===== src/rtl/inst_fetch_pkg.sv =====
// inst_fetch_pkg: shared widths, reset default and the prefetch-buffer entry
// type for the instruction fetch stage (also visible to decode/execute).
package inst_fetch_pkg;

  localparam int unsigned INST_W = 16;
  localparam int unsigned ADDR_W = 16;

  localparam logic [ADDR_W-1:0] RESET_PC_DEFAULT = 16'h0000;

  // One buffered fetch result: the word and the address it came from.
  typedef struct packed {
    logic [ADDR_W-1:0] pc;
    logic [INST_W-1:0] inst;
  } fetch_entry_t;

endpackage : inst_fetch_pkg


===== src/rtl/fetch_buf.sv =====
// fetch_buf: circular FIFO of {pc, inst} entries with a registered head.
// Ports:
//   clk, rst          clock, synchronous active-high reset
//   push_i/push_data_i  write one entry at the tail
//   pop_i             drop the head entry
//   flush_i           empty the FIFO (overrides push/pop); head value holds
//   count_o           number of stored entries
//   valid_o, head_o   registered head entry and its valid flag
module fetch_buf
  import inst_fetch_pkg::*;
#(
  parameter int unsigned DEPTH = 2
) (
  input  logic                         clk,
  input  logic                         rst,
  input  logic                         push_i,
  input  fetch_entry_t                 push_data_i,
  input  logic                         pop_i,
  input  logic                         flush_i,
  output logic [$clog2(DEPTH+1)-1:0]   count_o,
  output logic                         valid_o,
  output fetch_entry_t                 head_o
);

  localparam int unsigned PTR_W = $clog2(DEPTH);
  localparam int unsigned CNT_W = $clog2(DEPTH + 1);

  fetch_entry_t             mem_q [DEPTH];
  fetch_entry_t             mem_d [DEPTH];
  logic [PTR_W-1:0]         rd_ptr_q, rd_ptr_d;
  logic [PTR_W-1:0]         wr_ptr_q, wr_ptr_d;
  logic [CNT_W-1:0]         count_q, count_d;
  logic                     valid_q, valid_d;
  fetch_entry_t             head_q, head_d;

  // Next FIFO state; the head register is refreshed from the post-update
  // storage so a push into an empty FIFO is visible next cycle.
  always_comb begin
    mem_d    = mem_q;
    rd_ptr_d = rd_ptr_q;
    wr_ptr_d = wr_ptr_q;
    count_d  = count_q;
    valid_d  = valid_q;
    head_d   = head_q;
    if (flush_i) begin
      rd_ptr_d = '0;
      wr_ptr_d = '0;
      count_d  = '0;
      valid_d  = 1'b0;
    end else begin
      if (push_i) begin
        mem_d[wr_ptr_q] = push_data_i;
        wr_ptr_d        = wr_ptr_q + PTR_W'(1);
      end
      if (pop_i) begin
        rd_ptr_d = rd_ptr_q + PTR_W'(1);
      end
      count_d = count_q + CNT_W'(push_i) - CNT_W'(pop_i);
      valid_d = (count_d != '0);
      // An empty FIFO keeps showing its last head value.
      if (valid_d) begin
        head_d = mem_d[rd_ptr_d];
      end
    end
  end

  always_ff @(posedge clk) begin
    if (rst) begin
      for (int i = 0; i < int'(DEPTH); i++) begin
        mem_q[i] <= '0;
      end
      rd_ptr_q <= '0;
      wr_ptr_q <= '0;
      count_q  <= '0;
      valid_q  <= 1'b0;
      head_q   <= '0;
    end else begin
      mem_q    <= mem_d;
      rd_ptr_q <= rd_ptr_d;
      wr_ptr_q <= wr_ptr_d;
      count_q  <= count_d;
      valid_q  <= valid_d;
      head_q   <= head_d;
    end
  end

  assign count_o = count_q;
  assign valid_o = valid_q;
  assign head_o  = head_q;

endmodule : fetch_buf


===== src/rtl/inst_fetch.sv =====
// inst_fetch: instruction fetch stage. Holds the fetch PC, issues reads to
// the synchronous instruction memory, captures returning words into a
// prefetch buffer and hands them to decode with valid/ready. A branch
// redirect flushes all in-flight work and restarts fetch at the target.
// Optional macro INST_FETCH_BYPASS_EN: when the buffer is empty, a returning
// word is presented to decode in its capture cycle (1-cycle latency,
// combinational head outputs).
// Ports:
//   clk, rst                      clock, synchronous active-high reset
//   mem_ren, mem_addr, mem_rdata  instruction memory read port
//   br_taken, br_target           redirect from execute
//   inst_valid, inst_ready        decode handshake
//   inst_out, pc_out              head instruction and its word address
module inst_fetch
  import inst_fetch_pkg::*;
#(
  parameter logic [ADDR_W-1:0] RESET_PC  = RESET_PC_DEFAULT,
  parameter int unsigned       BUF_DEPTH = 2
) (
  input  logic              clk,
  input  logic              rst,
  output logic              mem_ren,
  output logic [ADDR_W-1:0] mem_addr,
  input  logic [INST_W-1:0] mem_rdata,
  input  logic              br_taken,
  input  logic [ADDR_W-1:0] br_target,
  output logic              inst_valid,
  input  logic              inst_ready,
  output logic [INST_W-1:0] inst_out,
  output logic [ADDR_W-1:0] pc_out
);

  localparam int unsigned CNT_W = $clog2(BUF_DEPTH + 1);
  localparam int unsigned OCC_W = CNT_W + 1;

  logic [ADDR_W-1:0] fetch_pc_q, fetch_pc_d;
  logic              pend_q, pend_d;
  logic [ADDR_W-1:0] pend_pc_q, pend_pc_d;

  logic [CNT_W-1:0]  buf_count;
  logic              buf_valid;
  fetch_entry_t      buf_head;
  fetch_entry_t      cap_entry;
  logic              buf_push;
  logic              buf_pop;
  logic              xfer;
  logic [OCC_W-1:0]  occ;

  assign cap_entry = '{pc: pend_pc_q, inst: mem_rdata};
  assign xfer      = inst_valid & inst_ready & ~br_taken;

`ifdef INST_FETCH_BYPASS_EN
  logic byp;

  // Word arriving into an empty buffer goes straight to decode.
  assign byp        = (buf_count == '0) & pend_q & ~br_taken & ~rst;
  assign inst_valid = ~rst & (buf_valid | byp);
  assign inst_out   = rst ? '0 : (byp ? mem_rdata : buf_head.inst);
  assign pc_out     = rst ? '0 : (byp ? pend_pc_q : buf_head.pc);
  // A bypassed word consumed this cycle is never stored.
  assign buf_push   = pend_q & ~br_taken & ~(byp & inst_ready);
  assign buf_pop    = xfer & ~byp;
`else
  assign inst_valid = buf_valid;
  assign inst_out   = buf_head.inst;
  assign pc_out     = buf_head.pc;
  assign buf_push   = pend_q & ~br_taken;
  assign buf_pop    = xfer;
`endif

  // Words held or in flight after this cycle's pop; issue only if one more fits.
  assign occ = OCC_W'(buf_count) + OCC_W'(pend_q) - OCC_W'(xfer);

  // Issue / redirect decision and next fetch state.
  always_comb begin
    mem_ren    = 1'b0;
    mem_addr   = fetch_pc_q;
    fetch_pc_d = fetch_pc_q;
    pend_d     = 1'b0;
    pend_pc_d  = pend_pc_q;
    if (br_taken) begin
      mem_ren    = 1'b1;
      mem_addr   = br_target;
      fetch_pc_d = br_target + ADDR_W'(1);
      pend_d     = 1'b1;
      pend_pc_d  = br_target;
    end else if (occ < OCC_W'(BUF_DEPTH)) begin
      mem_ren    = 1'b1;
      fetch_pc_d = fetch_pc_q + ADDR_W'(1);
      pend_d     = 1'b1;
      pend_pc_d  = fetch_pc_q;
    end
    // Memory must see no reads while it loads its image.
    if (rst) begin
      mem_ren = 1'b0;
    end
  end

  always_ff @(posedge clk) begin
    if (rst) begin
      fetch_pc_q <= RESET_PC;
      pend_q     <= 1'b0;
      pend_pc_q  <= '0;
    end else begin
      fetch_pc_q <= fetch_pc_d;
      pend_q     <= pend_d;
      pend_pc_q  <= pend_pc_d;
    end
  end

  fetch_buf #(
    .DEPTH (BUF_DEPTH)
  ) u_fetch_buf (
    .clk         (clk),
    .rst         (rst),
    .push_i      (buf_push),
    .push_data_i (cap_entry),
    .pop_i       (buf_pop),
    .flush_i     (br_taken),
    .count_o     (buf_count),
    .valid_o     (buf_valid),
    .head_o      (buf_head)
  );

endmodule : inst_fetch


===== config.mk =====
export PLATFORM = sky130hd
export DESIGN_NAME = inst_fetch
export DESIGN_NICKNAME = d
export VERILOG_FILES = /design/src/rtl/inst_fetch_pkg.sv /design/src/rtl/fetch_buf.sv /design/src/rtl/inst_fetch.sv
export SDC_FILE = /design/constraint.sdc
export NUM_CORES = 1
export LEC_CHECK = 0
export ABC_AREA = 1
export CAP_MARGIN = 0
export CORE_ASPECT_RATIO = 1.4
export CORE_UTILIZATION = 57
export CTS_BUF_LIST = sky130_fd_sc_hd__clkbuf_4 sky130_fd_sc_hd__clkbuf_8
export CTS_CLUSTER_SIZE = 40
export DETAILED_ROUTE_END_ITERATION = 12
export GPL_ROUTABILITY_DRIVEN = 0
export HOLD_SLACK_MARGIN = 0.02
export PLACE_DENSITY = 0.94
export SETUP_SLACK_MARGIN = 0.05
export SKIP_LAST_GASP = 1
export SYNTH_ARGS = -nofsm -noshare
export SYNTH_HDL_FRONTEND = slang
export SYNTH_SLANG_ARGS = --single-unit
export TNS_END_PERCENT = 30

===== constraint.sdc =====
create_clock -name clk -period 4 [get_ports clk]
set_clock_uncertainty 0.1 [all_clocks]
set_input_delay 0.8 -clock clk [delete_from_list [all_inputs] [get_ports clk]]
set_output_delay 0.8 -clock clk [all_outputs]
set_load 0.005 [all_outputs]

==> metrics <==
status complete, no violations; total die area 11840 µm²; series of cell instances along the critical path clkdlybuf4s50_1 > nand3_2 > inv_1 > ha_1 > nor2_1 > fa_1 > inv_1 > nand3_1 > nand2_4 > inv_2 > nor2_1 > dlygate4sd2_1; core area 10980 µm²; Mapped Nets 1028; Switching Share 27.79%; required time of the worst setup path 3.10 ns; accumulated negative setup slack 0 ns; DR top layer met4; clock latency on the worst-skew pair 0.44 ns; kind of cell with the highest combined delay on the critical path buffers and inverters; internal power of the cells 2.229 mW; number of routed nets with antenna violations 0; gr usage total 25.91%; pin slew with the least headroom to its limit 0.8017 ns; antenna cells 0; post-route clock period utilization 95.56%; most used standard cell by instance count after synthesis nand2_1; number of enable flip-flop cells after synthesis 0; worst hold slack 0.3771 ns; post-detailed-route DRC marker count 0; Worst setup SP type input pin; worst slew margin relative to its limit 46.55%; Post-Syn Area per Cell 6.584 µm²; type of the worst min-delay path flop to flop; vias 5995; layout overhead on the synthesized area 19.16%; buffers and inverters on the worst path 5; most used standard cells in the synthesized netlist nand2_1, inv_1, nor2_1; Initial Util 59.19%; sequential group share of total power 47.9%; post-synthesis sequential element count 134; via count of the first global-routing pass 5733; wire length on met2 7272 µm; initial antenna violation count 0; buffer cell driving the clock tree root clkbuf_8; fraction of layout cells with a size suffix above 1 7.671%; leakage power of the design 3.820 nW; Setup Viol. Count Final 0; Slowest cell on crit path clkdlybuf4s50_1; Worst IR Drop VDD 0.2359 mV; cell row count 45; post-synthesis instance area 6499 µm²; number of buffers created by CTS 17; crit path kind input pin to output pin; Final Core Density 70.53%; top-area cell type share of the netlist area 41.28%; power share of the clock group 32.6%; Reg clk slew, reported paths 0.07 ns; unrepaired setup endpoints after global routing no; HPWL after DPL 9473 µm; average detailed-routed wire length per instance 12.00 µm; Pins Over Slew Limit 0; synthesis warning total 0; worst setup slack before clock tree synthesis -0.2291 ns; total I/O pin count 86; cells taking the most area after synthesis dfxtp_1, nand2_1, inv_1; final critical-path required period 3.822 ns; initial drt markers 402; maximum clock rate 261.6 MHz; post-synthesis instance total 987; most area-hungry cell type in the Yosys netlist dfxtp_1; Total Routed Length 14520 µm; Cell variety after synth 34; setup ws final 0.1775 ns; pin count of the biggest net entering global routing 82; ys async rst share 0%; Port-buffer cells 85; H-tree lvl count 4; arrival time at the worst endpoint 2.92 ns; fin nets 1099; total routed wire length on the met1 layer 6117 µm; Pwr Density 398.7 nW/µm²; power share of the combinational group 19.4%; endpoint class of the critical path output pin; Max clock buf depth 2; most instantiated flip-flop cell in the synthesis netlist dfxtp_1; total global routing overflow 0; hold violation count in the final report 0; net switching power of the design 0.8578 mW; maximum capacitance violations 0; horizontal die dimension 92.24 µm; sequential cell area fraction in the yosys report 41.28%; TritonCTS clock tree done; Num Clock Sinks 134; maximum single-stage delay on the critical path 0.51 ns; power after layout 3.087 mW; First-pass DRT Iterations 5; met3 wire len 805 µm; die height 128.3 µm; global-route wire length before repair 24750 µm; average via count per standard cell 4.955; biggest fanout along the worst timing path 2
## through the flow
step | cells | area [µm²]
6_report | 1210 | 7744
5_1_grt | 1210 | 7744
4_1_cts | 1210 | 7744
3_5_place_dp | 1180 | 7393
3_3_place_gp | 1180 | 7393
2_1_floorplan | 987 | 6499
## layout by cell type (no fill, tap or decap)
master           count
nand2_1            227
inv_1              197
nor2_1             149
dfxtp_1            134
clkdlybuf4s50_1     82
a21oi_1             46
o21ai_1             36
nand3_1             33
o21a_1              33
o21ai_0             25
clkbuf_8            22
buf_4               19
nand2_2             14
a211oi_1             8
inv_2                5
ha_1                 4
clkinv_2             4
clkbuf_4             4
nor2_4               3
nand3_2              3
nor2_2               3
o21ai_2              2
nor3_1               2
xor2_1               2
dlygate4sd2_1        2
inv_6                1
or2_1                1
nand2_4              1
xor2_4               1
xnor2_1              1
clkinv_1             1
o21bai_1             1
nand4_1              1
o211ai_1             1
fa_1                 1
## layer usage
layer  global-route usage [%]  up-vias
met5                        0        -
met4                    11.76        0
met3                    5.496       30
met2                    46.01      194
met1                    29.80     2682
li1                         -     3089
## flip-flops by register name, summed over array words and instances, names as in the netlist
name and count:
fetch_pc_q 16, pend_pc_q 16, pend_q 1, u_fetch_buf.count_o 2, u_fetch_buf.head_o 32, u_fetch_buf.mem_q 64
u_fetch_buf.rd_ptr_q 1, u_fetch_buf.valid_o 1, u_fetch_buf.wr_ptr_q 1
## worst reg2reg max path, stage by stage, from the launching register on
cell and delay [ns]:
dfxtp_1 0.34, nand3_2 0.08, inv_1 0.04, ha_1 0.27
nor2_1 0.05, fa_1 0.40, inv_1 0.08, nand2_1 0.07
nand3_1 0.12, nand2_4 0.06, inv_2 0.06, buf_4 0.33
nor2_1 0.14, nand3_1 0.10, nand3_1 0.08, nand2_1 0.08
inv_1 0.05
## power by group through the flow
| stage | Combinational (mW) | Clock (mW) | Sequential [mW] |
|---|---|---|---|
| floorplan | 0.380 | 0 | 1.50 |
| global placement | 0.578 | 0 | 1.51 |
| detailed placement | 0.594 | 0 | 1.51 |
| CTS | 0.600 | 1.02 | 1.48 |
| global route | 0.676 | 1.08 | 1.49 |
| finish | 0.600 | 1.01 | 1.48 |
## kinds of logic (layout without fill, tap and decap cells)
kind of cell | after synthesis | after routing | share of synthesized area [%]
compound gates | 152 | 152 | 13.48
xor+xnor | 4 | 4 | 0.5392
simple gates | 437 | 437 | 27.40
buf+inv | 255 | 337 | 16.23
flops | 134 | 134 | 41.28
fa+ha+maj | 5 | 5 | 1.078
## worst paths after layout
path,startpoint,endpoint,slack [ns],cells after the start
hold / removal,fetch_pc_q[2],fetch_pc_q[2],0.38,2
hold reg to reg,fetch_pc_q[2],fetch_pc_q[2],0.38,2
setup reg to reg,u_fetch_buf.valid_o,fetch_pc_q[12],1.46,16
setup / recovery,inst_ready,mem_ren,0.18,12
## layout make-up
class / count / area [µm²]
clock buffers: 26 / 332.8
clock inverters: 4 / 20.02
fillers: 884 / 3236
inverters: 204 / 770.7
multi-input cells: 598 / 2780
flip-flops and latches: 134 / 2683
well taps: 141 / 176.4
repair buffers: 103 / 980.9
## what timing repair did
action	in CTS	in global routing
hold endpoints to repair	0	0
setup buffers	0	0
setup endpoints to repair	1	0
resized for setup	2	0
hold buffers	0	0
No activity file was read; power rests on OpenSTA's default activity.
